[config.mk]
export PLATFORM = sky130hd
export DESIGN_NAME = check_sequencer
export DESIGN_NICKNAME = d
export VERILOG_FILES = /design/src/rtl/check_sequencer.sv
export SDC_FILE = /design/constraint.sdc
export NUM_CORES = 1
export LEC_CHECK = 0
export ABC_AREA = 1
export BUFFER_PORTS_ARGS = -buffer_cell sky130_fd_sc_hd__buf_2
export CAP_MARGIN = 30
export CORE_ASPECT_RATIO = 0.9
export CORE_MARGIN = 5
export CORE_UTILIZATION = 51
export CTS_BUF_LIST = sky130_fd_sc_hd__clkbuf_4
export CTS_CLUSTER_SIZE = 24
export DETAILED_ROUTE_END_ITERATION = 12
export MAX_ROUTING_LAYER = met4
export PLACE_DENSITY = 0.79
export SETUP_SLACK_MARGIN = 0.4
export SKIP_CTS_REPAIR_TIMING = 1
export SLEW_MARGIN = 20
export SYNTH_ARGS = -nofsm -noshare
export SYNTH_HDL_FRONTEND = slang
export SYNTH_SLANG_ARGS = --single-unit
[constraint.sdc]
create_clock -name clk -period 2 [get_ports clk]
set_clock_uncertainty 0.1 [all_clocks]
set_input_delay 0.2 -clock clk [delete_from_list [all_inputs] [get_ports clk]]
set_output_delay 0.2 -clock clk [all_outputs]
set_load 0.1 [all_outputs]
[src/rtl/check_sequencer.sv]
// Purpose : sequences one write-path data checker through a single host-commanded check run.
// Latency : CLEAR 1 cycle, RUN until last word/abort/timeout, SETTLE CHECK_LAT cycles, DONE 1 cycle.
// Backpr. : none; the checker is slaved to data_valid, start while busy is dropped.
//
// Ports:
//   clk, reset_n           clock and asynchronous active-low reset
//   start, abort           one-cycle host command pulses
//   pattern_sel, word_count run setup, latched on an accepted start
//   data_valid             one word presented to the checker this cycle
//   error_count_in         checker error count, sampled once it has settled
//   pattern_out, reset_pattern, reset_err_counter, enable_pattern, check_for_errors
//                          checker controls
//   busy, done, words_checked, error_snapshot, timed_out, aborted, pass
//                          host status
module check_sequencer #(
  parameter int CHECK_LAT      = 2,
  parameter int TIMEOUT_CYCLES = 1000000,
  parameter int CNT_W          = 32
) (
  input  logic             clk,
  input  logic             reset_n,
  input  logic             start,
  input  logic             abort,
  input  logic [31:0]      pattern_sel,
  input  logic [CNT_W-1:0] word_count,
  input  logic             data_valid,
  input  logic [31:0]      error_count_in,
  output logic [31:0]      pattern_out,
  output logic             reset_pattern,
  output logic             reset_err_counter,
  output logic             enable_pattern,
  output logic             check_for_errors,
  output logic             busy,
  output logic             done,
  output logic [CNT_W-1:0] words_checked,
  output logic [31:0]      error_snapshot,
  output logic             timed_out,
  output logic             aborted,
  output logic             pass
);

  // Settle counter only has to reach CHECK_LAT-1; a CHECK_LAT of 0 behaves as 1.
  localparam int SW = (CHECK_LAT < 2) ? 1 : $clog2(CHECK_LAT);
  localparam logic [SW-1:0]    SETTLE_LAST = SW'((CHECK_LAT > 0) ? CHECK_LAT - 1 : 0);
  localparam logic [CNT_W-1:0] TO_LAST     = CNT_W'(TIMEOUT_CYCLES - 1);

  typedef enum logic [2:0] {
    S_IDLE,
    S_CLEAR,
    S_RUN,
    S_SETTLE,
    S_DONE
  } state_t;

  state_t state_q, state_d;

  logic [31:0]      pattern_q;
  logic [CNT_W-1:0] cnt_q;
  logic [CNT_W-1:0] words_q;
  logic [CNT_W-1:0] to_cnt_q;
  logic [SW-1:0]    settle_q;
  logic [31:0]      snap_q;
  logic             timed_out_q;
  logic             aborted_q;
  logic             pass_q;

  logic last_word;
  logic timeout_hit;
  logic settle_last;
  logic word_ok;

  // A word is only counted while below the latched count, so the counter
  // can never pass the count or wrap even if the exit logic is bypassed.
  assign word_ok     = data_valid && (words_q != cnt_q);
  assign last_word   = data_valid && ((words_q + CNT_W'(1)) == cnt_q);
  assign timeout_hit = !data_valid && (to_cnt_q == TO_LAST);
  assign settle_last = (settle_q == SETTLE_LAST);

  // State register
  always_ff @(posedge clk or negedge reset_n) begin
    if (!reset_n) begin
      state_q <= S_IDLE;
    end else begin
      state_q <= state_d;
    end
  end

  // Next state and checker/host control outputs. Controls decode from the
  // state register, so an asynchronous reset drops them immediately.
  always_comb begin
    state_d           = state_q;
    reset_pattern     = 1'b0;
    reset_err_counter = 1'b0;
    enable_pattern    = 1'b0;
    check_for_errors  = 1'b0;
    busy              = 1'b1;
    done              = 1'b0;
    case (state_q)
      S_IDLE: begin
        busy = 1'b0;
        // abort in IDLE is dropped; start wins when both arrive together
        if (start) begin
          state_d = S_CLEAR;
        end
      end
      S_CLEAR: begin
        reset_pattern     = 1'b1;
        reset_err_counter = 1'b1;
        state_d           = (cnt_q == '0) ? S_SETTLE : S_RUN;
      end
      S_RUN: begin
        // the generator advances exactly once per presented word
        check_for_errors = data_valid;
        enable_pattern   = data_valid;
        if (abort || last_word || timeout_hit) begin
          state_d = S_SETTLE;
        end
      end
      S_SETTLE: begin
        if (settle_last) begin
          state_d = S_DONE;
        end
      end
      S_DONE: begin
        done    = 1'b1;
        state_d = S_IDLE;
      end
      default: begin
        state_d = S_IDLE;
      end
    endcase
  end

  // Run setup, counters and sticky status
  always_ff @(posedge clk or negedge reset_n) begin
    if (!reset_n) begin
      pattern_q   <= '0;
      cnt_q       <= '0;
      words_q     <= '0;
      to_cnt_q    <= '0;
      settle_q    <= '0;
      snap_q      <= '0;
      timed_out_q <= 1'b0;
      aborted_q   <= 1'b0;
      pass_q      <= 1'b0;
    end else begin
      case (state_q)
        S_IDLE: begin
          if (start) begin
            pattern_q   <= pattern_sel;
            cnt_q       <= word_count;
            words_q     <= '0;
            to_cnt_q    <= '0;
            settle_q    <= '0;
            snap_q      <= '0;
            timed_out_q <= 1'b0;
            aborted_q   <= 1'b0;
            pass_q      <= 1'b0;
          end
        end
        S_RUN: begin
          if (data_valid) begin
            to_cnt_q <= '0;
          end else begin
            to_cnt_q <= to_cnt_q + CNT_W'(1);
          end
          if (word_ok) begin
            words_q <= words_q + CNT_W'(1);
          end
          // abort outranks the timeout; a last word never coincides with a
          // timeout because the timeout needs an empty cycle
          if (abort) begin
            aborted_q <= 1'b1;
          end else if (timeout_hit) begin
            timed_out_q <= 1'b1;
          end
        end
        S_SETTLE: begin
          settle_q <= settle_q + SW'(1);
          if (settle_last) begin
            // error count has had CHECK_LAT cycles to absorb the last compare;
            // the verdict is formed here so it is already valid alongside done
            snap_q <= error_count_in;
            pass_q <= (error_count_in == 32'd0) && !timed_out_q && !aborted_q &&
                      (words_q == cnt_q);
          end
        end
        default: begin
        end
      endcase
    end
  end

  assign pattern_out    = pattern_q;
  assign words_checked  = words_q;
  assign error_snapshot = snap_q;
  assign timed_out      = timed_out_q;
  assign aborted        = aborted_q;
  assign pass           = pass_q;

endmodule

==> summary.txt <==
RSZ-0062 raised after global routing -> yes
Fin nets -> 1846
Final core utilization -> 0.823
Avg Vias per Cell -> 5.68
Final Instance Count excl. Fillers -> 2003
Pwr dens -> 1470 mW/mm^2
Drt total wl -> 38800 um
CP arrival -> 2070 ps
Seq pwr share -> 0.250
Clock insertion delay at the later pin of the skew report -> 610 ps
Peak VDD IR -> 0.00163 V
Pint -> 0.00924 W
DRC Markers -> 0
Commonest non-fill, non-tap cell in the layout -> nand2_1
Register area -> 0.00427 mm^2
Iteration-0 DRC Markers -> 1387
Yosys warning count -> 0
Final worst-path setup slack -> -367 ps
DR pass1 iterations -> 6
Logic pwr share -> 0.655
Routed vias -> 11400
Synthesized netlist cell count -> 1260
H-tree levels -> 4
Antenna-violating nets left -> 0
Root buffer cell -> clkbuf_4
Clock power share -> 0.095
Placed cells -> 1823
Most used DFF post-synth -> dfrtp_1
Dpl cell area -> 0.0121 mm^2
Fin crit share -> 1.18
Setup crit start kind -> flop
Max Freq -> 0.422 GHz
Cell variety after synth -> 45
Multi-input logic area -> 0.00526 mm^2
Num CTS Buffers -> 17
Layout area overhead -> 59.3%
CTS sink count -> 167
HPWL Detailed -> 23700 um
HP Class -> input pin to async pin
CTS tree -> yes
Initial Utilization -> 0.517
Clock buffer depth -> 2
WS Path Type -> flop to output port
CP Data Required Time -> 1700 ps
Worst-margin pin slew -> 524 ps
Core Area -> 0.0183 mm^2
Final min period -> 2370 ps
Row cnt -> 47
Failing checks -> setup timing
Top Ports -> 206
Share of layout cells above drive strength 1 -> 0.376
Switching Share -> 0.583
Vias in the first global route -> 9476
Max FO, Critical Path -> 6
Die H -> 139 um
Sw power -> 0.0129 W
Die X -> 153 um
Max Slew Vio Count -> 0
Status -> finished, violations left
Most frequent cells in the layout -> nand2_1, buf_2, buf_4
Synth top area share -> 0.442
Fin area -> 0.0151 mm^2
Fillers -> 1089
Initial antenna violation count -> 1
Reg-to-reg slack, setup -> -340 ps
Async set or reset register ratio after synthesis -> 1.00
Synth Cell Area -> 0.00945 mm^2
Final GP Congestion -> 1.07
Crit. End Element -> output port
Slew margin rel. -> 0.651
Die area -> 0.0214 mm^2
Wire per inst -> 19.4 um
Top cells by area, synth -> dfrtp_1, nand2_1, nand3_1
Total congestion overflow -> 0
Mapped Avg Cell Area -> 7.50 um^2
Number of synthesized register bits -> 167
Syn Nets -> 1363
Max_cap viols -> 0
Largest net degree at the start of global routing -> 55
Final setup fails -> 41
Post-synth EDFFs -> 0
Register area share after synthesis -> 0.442
Final hold vios -> 0
LEAKAGE -> 7.35 nW
Synth area leader -> dfrtp_1
Port Buffers -> 205
Gr usage total -> 0.284
Clock-pin slew on the worst setup and hold paths -> 170 ps
First-pass GRT wire length -> 47800 um
[area by class of cell]
type,instances,area share
Inverter,141,0.0363
Antenna cell,2,0.000332
Tap cell,245,0.0204
Multi-Input combinational cell,911,0.349
Sequential cell,167,0.284
Clock buffer,17,0.00848
Timing Repair inverter,1,0.000332
Timing Repair Buffer,504,0.290
Clock inverter,15,0.0112
[cells in the mapped netlist, types with 15 or more instances]
master / count
clkbuf_1: 19
xor2_1: 36
nand4_1: 36
xnor2_1: 27
nor2_1: 97
nor4_1: 19
nand3_1: 101
dfrtp_1: 167
nor3_1: 20
o31ai_1: 15
nand2_1: 433
o21ai_0: 30
inv_1: 130
[routing by layer]
metal  up-vias  global-route usage  share of wire
met5         -                   -              0
met4         0              0.0590          0.054
met3       210              0.0596          0.097
met2       777               0.448           0.48
met1      5354               0.384           0.37
li1       5032                   -              -
[stage by stage]
stage	hold slack [ps]	total power [W]	worst slack [ps]	TNS [ps]
after floorplan	-196	0.0143	-207	-7050
after global placement	88.6	0.0174	-267	-820
after detailed placement	87.4	0.0176	-283	-1460
after CTS	-599	0.0197	-529	-4420
after global routing	22.3	0.0229	-507	-12120
final	8.60	0.0221	-367	-8100
[critical path: stages, from the launching register on]
cell     delay (ps)
dfrtp_1         450
buf_6           150
nor3_4          180
inv_2            90
nor2_4          260
buf_6           180
buf_12          170
[final timing paths]
check / from / to / cells after the start
max in group asynchronous: reset_n / words_checked[26] / 3
setup / recovery: state_q[0] / check_for_errors / 6
setup reg to reg: words_checked[7] / state_q[0] / 13
min in group clk: word_count[6] / cnt_q[6] / 4
hold / removal: reset_n / to_cnt_q[21] / 2
hold reg to reg: pattern_out[0] / pattern_out[0] / 2
[power groups by stage]
stage | Sequential, W | Clock (W) | Combinational (W)
after detailed placement | 0.00542 | 0 | 0.0122
after CTS | 0.00537 | 0.00210 | 0.0122
after global placement | 0.00541 | 0 | 0.0120
after floorplan | 0.0102 | 0 | 0.00408
after global routing | 0.00561 | 0.00224 | 0.0150
final | 0.00554 | 0.00210 | 0.0145
[state kept, by name (all words and copies together), names as in the netlist]
register / count
cnt_q: 32
words_checked: 32
error_snapshot: 32
state_q: 3
pass: 1
pattern_out: 32
aborted: 1
to_cnt_q: 32
settle_last: 1
timed_out: 1
[cell families (layout without fill, tap and decap cells)]
| family | Yosys count | after routing | share of synthesized area |
|---|---|---|---|
| other cells | 0 | 2 | 0 |
| fa+ha+maj | 2 | 2 | 0.00265 |
| compound gates | 105 | 105 | 0.0728 |
| xor+xnor | 64 | 64 | 0.0601 |
| simple gates | 740 | 740 | 0.344 |
| buf+inv | 182 | 678 | 0.0785 |
| flops | 167 | 167 | 0.442 |
No activity file was read; power rests on OpenSTA's default activity.
